[src/rtl/serial_subtractor_pkg.sv]
// Shared definitions for the bit-serial subtractor.
//   DEFAULT_WIDTH : default operand width in bits
//   state_t       : control FSM states (idle, running, result-ready)
package serial_subtractor_pkg;

   localparam int DEFAULT_WIDTH = 8;

   // The ST_ prefix keeps the state names clear of the DONE output port.
   typedef enum logic [1:0] {
      ST_IDLE = 2'd0,
      ST_RUN  = 2'd1,
      ST_DONE = 2'd2
   } state_t;

endpackage

[src/rtl/serial_subtractor_full_subtractor.sv]
// Single-bit full subtractor: computes A - B - B_in for one bit position.
//   A     : minuend bit
//   B     : subtrahend bit
//   B_in  : borrow from the less significant bit
//   D     : difference bit
//   B_out : borrow to the more significant bit
module full_subtractor (
   input  logic A,
   input  logic B,
   input  logic B_in,
   output logic D,
   output logic B_out
);

   assign D     = A ^ B ^ B_in;
   // Borrow when the minuend bit is 0 and the subtrahend bit is 1, or when
   // the bits are equal and a borrow is already pending.
   assign B_out = (~A & B) | (~(A ^ B) & B_in);

endmodule

[src/rtl/serial_subtractor.sv]
// Bit-serial subtractor: D = A - B - B_in, one bit per clock, LSB first.
//   CLK   : clock, rising edge active
//   RST_n : asynchronous active-low reset
//   START : begin a subtraction (sampled only while idle)
//   A, B  : minuend / subtrahend, captured on the accepting edge
//   B_in  : borrow-in, captured on the accepting edge
//   BUSY  : high while bits are being processed
//   DONE  : one-cycle pulse when D/B_out hold a new result
//   D     : registered difference
//   B_out : registered borrow-out (A < B + B_in, unsigned)
module serial_subtractor
   import serial_subtractor_pkg::*;
#(
   parameter int WIDTH = DEFAULT_WIDTH
) (
   input  logic             CLK,
   input  logic             RST_n,
   input  logic             START,
   input  logic [WIDTH-1:0] A,
   input  logic [WIDTH-1:0] B,
   input  logic             B_in,
   output logic             BUSY,
   output logic             DONE,
   output logic [WIDTH-1:0] D,
   output logic             B_out
);

   // Wide enough to hold WIDTH itself, so it never wraps inside an operation.
   localparam int            CW       = $clog2(WIDTH + 1);
   localparam logic [CW-1:0] LAST_BIT = CW'(WIDTH - 1);

   state_t           state;
   state_t           state_next;
   logic [WIDTH-1:0] a_sr;
   logic [WIDTH-1:0] b_sr;
   logic [WIDTH-1:0] res_sr;
   logic             borrow;
   logic [CW-1:0]    cnt;
   logic             fs_d;
   logic             fs_bout;
   logic             last_bit;

   full_subtractor u_fs (
      .A     (a_sr[0]),
      .B     (b_sr[0]),
      .B_in  (borrow),
      .D     (fs_d),
      .B_out (fs_bout)
   );

   assign last_bit = (cnt == LAST_BIT);

   // NOTE: every output of this block gets a default first so no path through
   // the case statement leaves a signal unassigned and infers a latch.
   always_comb begin
      state_next = state;
      BUSY       = 1'b0;
      DONE       = 1'b0;
      unique case (state)
         ST_IDLE: begin
            if (START) state_next = ST_RUN;
         end
         ST_RUN: begin
            BUSY = 1'b1;
            if (last_bit) state_next = ST_DONE;
         end
         ST_DONE: begin
            DONE       = 1'b1;
            state_next = ST_IDLE;
         end
         default: state_next = ST_IDLE;
      endcase
   end

   // NOTE: sequential state uses non-blocking assignments so every register
   // samples the pre-edge values of the others, independent of block order.
   always_ff @(posedge CLK or negedge RST_n) begin
      if (!RST_n) state <= ST_IDLE;
      else        state <= state_next;
   end

   always_ff @(posedge CLK or negedge RST_n) begin
      if (!RST_n) begin
         a_sr   <= '0;
         b_sr   <= '0;
         res_sr <= '0;
         borrow <= 1'b0;
         cnt    <= '0;
         D      <= '0;
         B_out  <= 1'b0;
      end else begin
         unique case (state)
            ST_IDLE: begin
               if (START) begin
                  a_sr   <= A;
                  b_sr   <= B;
                  borrow <= B_in;
                  cnt    <= '0;
               end
            end
            ST_RUN: begin
               a_sr   <= a_sr >> 1;
               b_sr   <= b_sr >> 1;
               borrow <= fs_bout;
               res_sr <= {fs_d, res_sr[WIDTH-1:1]};
               cnt    <= cnt + CW'(1);
               // The visible result only changes on the final bit edge, so
               // partial shifting never appears on D.
               if (last_bit) begin
                  D     <= {fs_d, res_sr[WIDTH-1:1]};
                  B_out <= fs_bout;
               end
            end
            default: ;
         endcase
      end
   end

endmodule

[config.mk]
export PLATFORM = sky130hd
export DESIGN_NAME = serial_subtractor
export DESIGN_NICKNAME = d
export VERILOG_FILES = /design/src/rtl/serial_subtractor_pkg.sv /design/src/rtl/serial_subtractor_full_subtractor.sv /design/src/rtl/serial_subtractor.sv
export SDC_FILE = /design/constraint.sdc
export NUM_CORES = 1
export LEC_CHECK = 0
export CAP_MARGIN = 10
export CORE_MARGIN = 3
export CORE_UTILIZATION = 46
export DETAILED_ROUTE_END_ITERATION = 12
export HOLD_SLACK_MARGIN = 0.02
export PLACE_DENSITY = 0.74
export SLEW_MARGIN = 5
export SYNTH_ARGS = -nofsm -noshare
export SYNTH_HDL_FRONTEND = slang
export SYNTH_SLANG_ARGS = --single-unit
[constraint.sdc]
create_clock -name CLK -period 1.4 [get_ports CLK]
set_input_delay 0.21 -clock CLK [delete_from_list [all_inputs] [get_ports CLK]]
set_output_delay 0.21 -clock CLK [all_outputs]
set_load 0.02 [all_outputs]
==> summary.md <==
| Metric | Value |
|---|---|
| Outcome | completed |
| CTS HTree Levels | 2 |
| Worst slew pin tran | 0.464 ns |
| WS Path Type | flop to flop |
| Top Metal Used | met4 |
| DRC violations left | 0 |
| Worst setup path endpoint | D[6] |
| Switching Power | 1940 uW |
| Worst EP required | 1.58 ns |
| Internal power | 3570 uW |
| Sw frac | 0.352 |
| Pleak | 0.00114 uW |
| Unique masters post-synth | 22 |
| RePlAce Congestion | 0.816 |
| Wire length on met3 | 170 um |
| Main flop type after synthesis | dfrtp_1 |
| Synth Net Count | 185 |
| Area Growth Syn to Fin | 43.4% |
| Ports | 31 |
| Fin crit period | 1.39 ns |
| Crit path from | state[1] |
| ANT cells | 0 |
| R2R Setup Slk | 0.007 ns |
| Max VDD drop | 1350 uV |
| Clock share of power | 0.198 |
| CTS tree | yes |
| Vias in the first global route | 1424 |
| Sequential area share after synthesis | 0.570 |
| Worst reg-to-reg path cell count | 4 |
| Cell Pwr Density | 2240 mW/mm2 |
| Initial antenna violation count | 0 |
| Root buf cell | clkbuf_8 |
| First-pass GRT wire length | 6.70 mm |
| Seq pwr share | 0.354 |
| Critical Path Fanout Max | 5 |
| Clock Path Buffers | 2 |
| Final Max Tran Viols | 0 |
| Total Power | 5510 uW |
| Setup-failing EPs final | 0 |
| Clk slew on worst S/H paths | 0.07 ns |
| DP Wirelength | 2.71 mm |
| Final hold vios | 0 |
| CP endpoint kind | flop |
| Met1 Wirelength | 1.81 mm |
| Antenna Nets Post-Route | 0 |
| PortBufs | 30 |
| Critical path arrival | 1.57 ns |
| Area after DPL | 0.00220 mm2 |
| Mean routed wirelength per cell | 14.8 um |
| Die span in x | 67 um |
| Ys async rst share | 1.00 |
| RSZ-0062 raised after global routing | true |
| Total Routing Usage GR | 0.202 |
| Cells after Synth | 163 |
| Gate power share | 0.449 |
| FF+latch count, synth | 39 |
| Syn Area/Cell | 10.5 um2 |
| Slew HR | 0.691 |
| First-pass DRT Iterations | 4 |
| Pin count of the biggest net entering global routing | 24 |
| Period utilization | 0.995 |
| Filler cells | 265 |
| Row count | 21 |
| Iteration-0 DRC Markers | 128 |
| Type of origin of the critical path | flop |
| Die Span Y | 67 um |
| Met2 Routed Length | 1.88 mm |
| Core ar. | 0.00347 mm2 |
| Num CTS Buffers | 5 |
| Highest achievable clock rate | 718 MHz |
| Share of cells above drive strength 1 | 0.242 |
| Post-Route WL | 3.93 mm |
| Synthesized cell area | 0.00171 mm2 |
| Via density | 5.25 |
| Clk Latency, worst-skew pair | 0.29 ns |
| Final Cell Area | 0.00245 mm2 |
| Reg2reg start | state[1] |
| Vias | 1392 |
| Starting Density | 0.494 |
| CTS Sinks | 39 |
| Number of flops mapped to enable cells by yosys | 0 |
| Max Cap Violations | 0 |
| Final core utilization | 0.708 |
| Fin nets | 240 |
| Worst Hold Class | primary input to asynchronous set/reset pin |
| Reg-to-Reg End | D[6] |
| Clk_skew | 0.00523 ns |
| Die area | 0.00449 mm2 |
| Total grt overflow | 0 |
| Ys Warns | 0 |
| WHS | 0.410 ns |
==> worst min path at each step <==
stage	slack, ns	end	depth (start not counted)
finish	0.41	a_sr[7]	2
floorplan	-0.09	B_out	0
global placement	0.17	a_sr[5]	1
global route	0.43	state[1]	2
detailed placement	0.19	a_sr[5]	1
CTS	0.41	state[1]	2
==> metal layers <==
layer / GRT usage / up-vias
met5: 0 / -
met4: 0.0734 / 0
met3: 0.0624 / 8
met2: 0.309 / 33
met1: 0.267 / 679
li1: - / 672
==> cell usage after synthesis, types with 2 or more instances <==
master,instances,area share
nand3_1,2,0.0058
clkbuf_1,8,0.018
nor2_1,2,0.0044
o21ai_0,18,0.053
a22o_1,2,0.010
a22oi_1,14,0.061
nand2_1,32,0.070
a2bb2oi_1,3,0.015
dfrtp_1,39,0.57
inv_1,3,0.0066
a21oi_1,10,0.029
mux2_2,9,0.059
nor2b_1,12,0.044
==> flip-flops by register name, indices dropped and copies added, names as in the netlist <==
signal and count:
state 2, D 8, borrow 1, res_sr 7, B_out 1, cnt 4
b_sr 8, a_sr 8
==> power groups by stage <==
stage | Sequential (uW) | Combinational [uW] | Clock, uW
global route | 2010 | 2740 | 1180
CTS | 1930 | 2370 | 1110
finish | 1950 | 2470 | 1090
detailed placement | 1940 | 2260 | 0
floorplan | 2030 | 1170 | 0
global placement | 1900 | 2160 | 0
==> kinds of logic (layout without fill, tap and decap cells) <==
logic type,Yosys count,after routing,synth area share
AOI/OAI and AO/OA,49,49,0.178
adders and majority gates,2,2,0.0190
buffers and inverters,13,69,0.0285
DFF,39,39,0.570
muxes,10,10,0.0651
and+or+nand+nor,50,50,0.139
==> placed cells by master (no fill, tap or decap) <==
cell type         n
a21oi_1          10
a22o_1            2
a22oi_1          14
a2bb2oi_1         3
buf_12            1
buf_2             2
buf_4            21
buf_6             5
bufinv_16         2
clkbuf_1          1
clkbuf_8          5
clkdlybuf4s50_1  18
clkinv_1          1
dfrtp_1          39
dlygate4sd2_1     9
dlygate4sd3_1     1
fa_1              1
ha_4              1
inv_1             3
mux2_2            1
mux2_4            8
mux2i_1           1
nand2_1          31
nand2_4           1
nand2b_4          1
nand3_1           2
nor2_1            2
nor2b_1           9
nor2b_2           3
nor3_4            1
o21ai_0          12
o21ai_1           6
o21bai_4          1
o311ai_0          1
==> worst max-delay path, cell delays in order (launching register included) <==
cell      delay, ns
dfrtp_1        0.40
nand2b_4       0.17
nor3_4         0.24
buf_6          0.17
mux2_4         0.30
==> timing repair <==
action                     in CTS  in global routing
setup buffers                   2                  3
resized for setup              33                 15
setup endpoints to repair      22                 29
hold endpoints to repair       16                  0
hold buffers                    1                  0
pin swaps                       2                  2
cloned                          0                  1
==> per-stage QoR <==
step	instances	setup TNS [ns]	setup slack, ns
2_1_floorplan	163	-0.273	-0.0341
3_3_place_gp	250	-0.195	-0.0663
3_5_place_dp	250	-1.37	-0.0982
4_1_cts	261	-0.273	-0.0397
5_1_grt	265	-0.618	-0.0598
6_report	265	0	0.00719
==> area by class of cell <==
cell class	instances	area, um2	area share
repair buffers	57	513	0.209
multi-input cells	111	761	0.310
well taps	46	57.6	0.0234
flip-flops and latches	39	976	0.398
clock buffers	6	72.6	0.0296
inverters	4	15.0	0.00612
clock inverters	2	60.1	0.0245
(Power assumes the default switching activity.)
